--- src/rtl/mmr_monitor_pkg.sv ---
// Shared constants, event record and saturating arithmetic
// for the voter mismatch monitor.
package mmr_monitor_pkg;

    localparam int N_SRC_D = 8;
    localparam int CNT_W_D = 16;
    localparam int TS_W_D  = 16;
    localparam int DEPTH_D = 8;
    localparam int SRC_W_D = $clog2(N_SRC_D);

    typedef struct packed {
        logic [SRC_W_D-1:0] src;
        logic [TS_W_D-1:0]  tstamp;
    } evt_t;

    function automatic logic [31:0] sat_add(
        input logic [31:0] a,
        input logic [31:0] b,
        input logic [31:0] max
    );
        logic [32:0] s;
        s = {1'b0, a} + {1'b0, b};
        if (s > {1'b0, max}) begin
            return max;
        end
        return s[31:0];
    endfunction

endpackage

--- src/rtl/mmr_event_fifo.sv ---
// First-word-fall-through event FIFO; head is readable
// whenever empty_o is low.
module mmr_event_fifo
    import mmr_monitor_pkg::*;
#(
    parameter int WIDTH = 8,
    parameter int DEPTH = DEPTH_D
) (
    input  logic                     clk_i,
    input  logic                     rst_n_i,
    input  logic                     push_i,
    input  logic [WIDTH-1:0]         data_i,
    output logic                     full_o,
    input  logic                     pop_i,
    output logic [WIDTH-1:0]         data_o,
    output logic                     empty_o,
    output logic [$clog2(DEPTH):0]   count_o
);

    localparam int AW = $clog2(DEPTH);

    logic [WIDTH-1:0] r_mem [DEPTH];
    logic [AW-1:0]    r_wr;
    logic [AW-1:0]    r_rd;
    logic [AW:0]      r_cnt;
    logic             w_push;
    logic             w_pop;

    assign full_o  = (r_cnt == (AW+1)'(DEPTH));
    assign empty_o = (r_cnt == '0);
    assign count_o = r_cnt;
    assign data_o  = r_mem[r_rd];
    assign w_push  = push_i & ~full_o;
    assign w_pop   = pop_i & ~empty_o;

    always_ff @(posedge clk_i) begin
        if (!rst_n_i) begin
            r_wr  <= '0;
            r_rd  <= '0;
            r_cnt <= '0;
        end else begin
            if (w_push) r_wr <= r_wr + 1'b1;
            if (w_pop)  r_rd <= r_rd + 1'b1;
            unique case ({w_push, w_pop})
                2'b10:   r_cnt <= r_cnt + 1'b1;
                2'b01:   r_cnt <= r_cnt - 1'b1;
                default: r_cnt <= r_cnt;
            endcase
        end
    end

    // Storage needs no reset: the head is only observed while non-empty.
    always_ff @(posedge clk_i) begin
        if (w_push) r_mem[r_wr] <= data_i;
    end

endmodule

--- src/rtl/mmr_mismatch_monitor.sv ---
// Counts, flags and timestamps rising edges of voter mismatch lines
// and queues one event per upset for the slow-control readout.
module mmr_mismatch_monitor
    import mmr_monitor_pkg::*;
#(
    parameter int N_SRC = N_SRC_D,
    parameter int CNT_W = CNT_W_D,
    parameter int TS_W  = TS_W_D,
    parameter int DEPTH = DEPTH_D
) (
    input  logic                     clk_i,
    input  logic                     rst_n_i,
    input  logic [N_SRC-1:0]         mismatch_i,
    input  logic                     clear_i,
    output logic                     evt_valid_o,
    input  logic                     evt_ready_i,
    output logic [$clog2(N_SRC)-1:0] evt_src_o,
    output logic [TS_W-1:0]          evt_time_o,
    output logic [CNT_W-1:0]         total_cnt_o,
    output logic [N_SRC-1:0]         sticky_o,
    output logic                     overflow_o
);

    localparam int SRC_W = $clog2(N_SRC);
    localparam int EW    = SRC_W + TS_W;
    localparam int PC_W  = $clog2(N_SRC + 1);

    logic [N_SRC-1:0]       r_m_q;
    logic [N_SRC-1:0]       r_pend;
    logic [N_SRC-1:0]       r_sticky;
    logic [CNT_W-1:0]       r_cnt;
    logic                   r_ovf;
    logic [TS_W-1:0]        r_ts;

    logic [N_SRC-1:0]       w_rise;
    logic                   w_gnt_vld;
    logic [SRC_W-1:0]       w_gnt_idx;
    logic [N_SRC-1:0]       w_gnt_oh;
    logic [PC_W-1:0]        w_pc;
    logic [CNT_W-1:0]       w_cnt_base;
    logic [CNT_W-1:0]       w_cnt_nxt;
    logic                   w_ovf_evt;
    logic                   w_full;
    logic                   w_empty;
    logic [EW-1:0]          w_head;
    logic [$clog2(DEPTH):0] w_fcnt;

    assign w_rise = mismatch_i & ~r_m_q;

    // Descending scan so the lowest pending index wins.
    always_comb begin
        w_gnt_vld = 1'b0;
        w_gnt_idx = '0;
        for (int i = N_SRC - 1; i >= 0; i--) begin
            if (r_pend[i] && !w_full) begin
                w_gnt_vld = 1'b1;
                w_gnt_idx = SRC_W'(i);
            end
        end
        w_gnt_oh = w_gnt_vld ? (N_SRC'(1) << w_gnt_idx) : '0;
    end

    always_comb begin
        w_pc = '0;
        for (int i = 0; i < N_SRC; i++) begin
            if (w_rise[i]) w_pc = w_pc + PC_W'(1);
        end
    end

    assign w_cnt_base = clear_i ? '0 : r_cnt;
    assign w_cnt_nxt  = CNT_W'(sat_add(32'(w_cnt_base), 32'(w_pc),
                                       32'({CNT_W{1'b1}})));
    // A rise that cannot get its own entry merges into the pending one.
    assign w_ovf_evt  = |(w_rise & r_pend & ~w_gnt_oh);

    always_ff @(posedge clk_i) begin
        if (!rst_n_i) begin
            r_m_q    <= '0;
            r_pend   <= '0;
            r_sticky <= '0;
            r_cnt    <= '0;
            r_ovf    <= 1'b0;
            r_ts     <= '0;
        end else begin
            r_m_q    <= mismatch_i;
            r_pend   <= (r_pend & ~w_gnt_oh) | w_rise;
            r_sticky <= clear_i ? w_rise : (r_sticky | w_rise);
            r_cnt    <= w_cnt_nxt;
            r_ovf    <= clear_i ? w_ovf_evt : (r_ovf | w_ovf_evt);
            r_ts     <= r_ts + 1'b1;
        end
    end

    mmr_event_fifo #(
        .WIDTH (EW),
        .DEPTH (DEPTH)
    ) u_fifo (
        .clk_i   (clk_i),
        .rst_n_i (rst_n_i),
        .push_i  (w_gnt_vld),
        .data_i  ({w_gnt_idx, r_ts}),
        .full_o  (w_full),
        .pop_i   (evt_ready_i && (w_fcnt != '0)),
        .data_o  (w_head),
        .empty_o (w_empty),
        .count_o (w_fcnt)
    );

    assign evt_valid_o = ~w_empty;
    assign evt_src_o   = w_empty ? '0 : w_head[EW-1:TS_W];
    assign evt_time_o  = w_empty ? '0 : w_head[TS_W-1:0];
    assign total_cnt_o = r_cnt;
    assign sticky_o    = r_sticky;
    assign overflow_o  = r_ovf;

endmodule

--- config.mk ---
export PLATFORM = sky130hd
export DESIGN_NAME = mmr_mismatch_monitor
export DESIGN_NICKNAME = d
export VERILOG_FILES = /design/src/rtl/mmr_monitor_pkg.sv /design/src/rtl/mmr_event_fifo.sv /design/src/rtl/mmr_mismatch_monitor.sv
export SDC_FILE = /design/constraint.sdc
export NUM_CORES = 1
export LEC_CHECK = 0
export ABC_CLOCK_PERIOD_IN_PS = 5800
export CAP_MARGIN = 20
export CORE_UTILIZATION = 50
export DETAILED_ROUTE_END_ITERATION = 8
export MAX_ROUTING_LAYER = met4
export PLACE_DENSITY = 0.79
export SYNTH_ARGS = -nofsm -noshare
export SYNTH_HDL_FRONTEND = slang
export SYNTH_SLANG_ARGS = --single-unit
--- constraint.sdc ---
create_clock -name clk_i -period 5.8 [get_ports clk_i]
set_input_delay 0.58 -clock clk_i [delete_from_list [all_inputs] [get_ports clk_i]]
set_output_delay 0.58 -clock clk_i [all_outputs]
set_load 0.02 [all_outputs]
==> load_flow_metrics.sql <==
INSERT INTO impl_metrics (metric_group, metric, value, unit) VALUES
('status', 'outcome', 'completed', ''),
('layout', 'diodes', '0', ''),
('pwr', 'comb_power_share', '27.1', '%'),
('setup_path', 'worst_ep_arrival_time', '5.82', 'ns'),
('global_routing', 'pin_count_of_the_biggest_net_entering_global_routing', '69', ''),
('detailed_routing', 'vias', '5770', ''),
('pwr', 'power_switching', '0.001305', 'W'),
('layout', 'final_nets', '781', ''),
('logic_synthesis', 'number_of_different_library_cells_in_the_post_synthesis_netlist', '62', ''),
('logic_synthesis', 'synth-seq-area-share', '61.52', '%'),
('timing', 'number_of_slew_limit_violations_in_the_final_report', '0', ''),
('place', 'dpl_worst_slack', '-0.04808', 'ns'),
('detailed_routing', 'wirelength', '18970', 'µm'),
('die', 'die_boundary_width', '141.3', 'µm'),
('place', 'gp_congestion', '0.8644', ''),
('detailed_routing', 'vias_per_cell', '5.613', ''),
('place', 'placedInstanceArea', '0.01062', 'mm²'),
('layout', 'final.fill_count', '1430', ''),
('run', 'timing.max_cap.violations', '0', ''),
('layout', 'drive_above_1_share', '13.67', '%'),
('die', 'die_h', '141.3', 'µm'),
('place', 'placedCellCount', '986', ''),
('clock_network', 'clkLatencyLatePin', '0.51', 'ns'),
('setup_path', 'crit_type', 'in2reg', ''),
('pwr', 'internal-power', '0.003182', 'W'),
('global_routing', 'antenna_found_initial', '0', ''),
('logic_synthesis', 'synthesis.area_per_instance', '14.20', 'µm²'),
('global_routing', 'wire_length_of_the_first_global_routing_pass', '30870', 'µm'),
('place', 'dpl.hpwl', '11650', 'µm'),
('global_routing', 'grt_util_all_layers', '20.43', '%'),
('die', 'dieArea', '0.01995', 'mm²'),
('clock_network', 'clock_sink_count', '222', ''),
('timing', 'rsz0062_at_grt', 'no', ''),
('timing', 'fin_worst_skew', '0.01257', 'ns'),
('layout', 'stdcell_count', '1028', ''),
('logic_synthesis', 'syn-instance-count', '683', ''),
('setup_path', 'end_kind', 'flip-flop', ''),
('logic_synthesis', 'synthArstFlopShare', '0', '%'),
('clock_network', 'clock_tree.root_cell', 'clkbuf_16', ''),
('setup_path', 'timing.critical_path.required', '6.25', 'ns'),
('logic_synthesis', 'synth-warning-count', '0', ''),
('timing', 'period_needed', '5.367', 'ns'),
('detailed_routing', 'route.detailed.drc', '0', ''),
('logic_synthesis', 'synth_top_flop_cell', 'edfxtp_1', ''),
('place', 'buffer_ports.inserted', '56', ''),
('timing', 'timing_hold_violations_final', '0', ''),
('clock_network', 'post_cts_resized', '0', ''),
('pwr', 'seq_power_share', '43.8', '%'),
('global_routing', 'first_global_vias', '5976', ''),
('clock_network', 'cts_tree', 'yes', ''),
('layout', 'design_area', '0.01131', 'mm²'),
('layout', 'layout-area-overhead-vs-synth', '16.61', '%'),
('clock_network', 'clock_tree.buffer_depth', '3', ''),
('logic_synthesis', 'synth.cell_area', '0.009697', 'mm²'),
('worst_hold_path', 'worst_hold_path_type', 'in2reg', ''),
('pwr', 'power_per_cell_area', '396.8', 'mW/mm²'),
('pwr', 'peakVddDrop', '0.2670', 'mV'),
('clock_network', 'clkTransAtPathRegs', '0.06', 'ns'),
('timing', 'holdWs', '0.4483', 'ns'),
('setup_path', 'cp_max_fo', '6', ''),
('timing', 'report.final.setup_viol', '0', ''),
('die', 'placeableCoreArea', '0.01883', 'mm²'),
('detailed_routing', 'antenna_violating_nets_post_route', '0', ''),
('logic_synthesis', 'synth_enable_flop_cells', '152', ''),
('pwr', 'clock_power_share', '29.1', '%'),
('clock_network', 'postCtsHoldBufs', '0', ''),
('clock_network', 'cts_setup_buffers', '0', ''),
('timing', 'max_slew_margin', '48.63', '%'),
('die', 'rows', '50', ''),
('detailed_routing', 'number_of_drc_markers_after_the_initial_detailed_route_iteration', '337', ''),
('detailed_routing', 'drt_first_pass_iters', '5', '');
synth_stat cells (all sizes together), types with 14 or more instances:
cell type | number | area (µm²)
dfxtp | 70 | 1401
nand2b | 23 | 151.4
mux4 | 38 | 855.8
xnor2 | 32 | 344.1
nor2 | 44 | 165.2
a21boi | 20 | 150.1
mux2i | 24 | 240.2
ha | 15 | 187.7
and2 | 28 | 175.2
clkbuf | 23 | 86.33
nor2b | 22 | 140.1
o21ai | 14 | 70.06
edfxtp | 152 | 4564
nand2 | 26 | 97.59
a21oi | 14 | 70.07
kinds of logic after synthesis:
family,count (synthesis),synth area share (%)
AOI/OAI and AO/OA,93,6.619
and+or+nand+nor,198,11.23
DFF,222,61.52
muxes,63,11.46
xor gates and xnor gates,45,4.865
buffers and inverters,45,1.961
adders and majority gates,17,2.348
power by group through the flow:
stage | Clock, W | Sequential, W | Combinational (W)
6_report | 0.00130 | 0.00197 | 0.00122
3_3_place_gp | 0 | 0.00198 | 0.00118
5_1_grt | 0.00139 | 0.00199 | 0.00131
4_1_cts | 0.00133 | 0.00197 | 0.00123
2_1_floorplan | 0 | 0.00195 | 0.000842
3_5_place_dp | 0 | 0.00200 | 0.00123
metrics by stage:
step	setup TNS [ns]	total power, W
global route	0	0.004694
detailed placement	-0.09248	0.003223
floorplan	0	0.002796
CTS	0	0.004535
global placement	0	0.003162
finish	0	0.004487
cell type report:
cell class	count	area, µm²	share of cell area [%]
multi-input cells	416	3577	31.64
clock buffers	30	601.8	5.323
well taps	260	325.3	2.877
inverters	11	41.29	0.3652
flip-flops and latches	222	5967	52.77
clock inverters	11	61.31	0.5422
repair buffers	78	733.2	6.484
flip-flops by register name, indices dropped and copies added, names as in the netlist, named ones only:
register        cells
overflow_o          1
u_fifo.r_rd         3
u_fifo.r_wr         3
r_pend              8
u_fifo.count_o      4
r_m_q               8
u_fifo.r_mem      152
total_cnt_o        16
sticky_o            8
r_ts               16
layer usage:
| layer | vias to the layer above | track usage, % | routed length [µm] |
|---|---|---|---|
| met3 | 32 | 2.970 | 1024 |
| met4 | 0 | 4.519 | 356 |
| met1 | 2845 | 24.87 | 7812 |
| met5 | - | - | 0 |
| met2 | 191 | 36.14 | 9781 |
| li1 | 2702 | - | - |
worst paths after layout:
check | from | end | slack, ns | cells past startpoint
hold / removal | rst_n_i | sticky_o[2] | 0.45 | 2
hold reg to reg | sticky_o[2] | sticky_o[2] | 0.48 | 2
setup / recovery | mismatch_i[0] | total_cnt_o[8] | 0.43 | 22
setup reg to reg | r_m_q[0] | total_cnt_o[8] | 0.64 | 21
critical path, stage by stage:
cell             delay, ns
clkdlybuf4s50_1       0.51
nand2b_1              0.09
ha_1                  0.41
xnor2_4               0.18
ha_1                  0.35
xnor2_1               0.16
a211o_1               0.31
a21oi_1               0.13
nor2_1                0.09
ha_1                  0.19
nand2_1               0.05
xnor3_1               0.45
xor2_1                0.21
a211oi_1              0.29
a31oi_1               0.08
ha_1                  0.36
a21o_1                0.13
a21oi_1               0.07
or3_1                 0.47
nor3b_2               0.37
buf_4                 0.21
o21a_1                0.13
cells in the final DEF, fill, tap and decap left out, drive strengths merged, types with 15 or more instances in the layout:
master         count
xnor2             32
and2              28
nor2b             22
dfxtp             70
buf               23
nand2b            23
clkdlybuf4s50     55
ha                15
nand2             26
mux2i             24
edfxtp           152
nor2              44
clkbuf            30
a21boi            20
mux4              38
No activity file was read; power rests on OpenSTA's default activity.
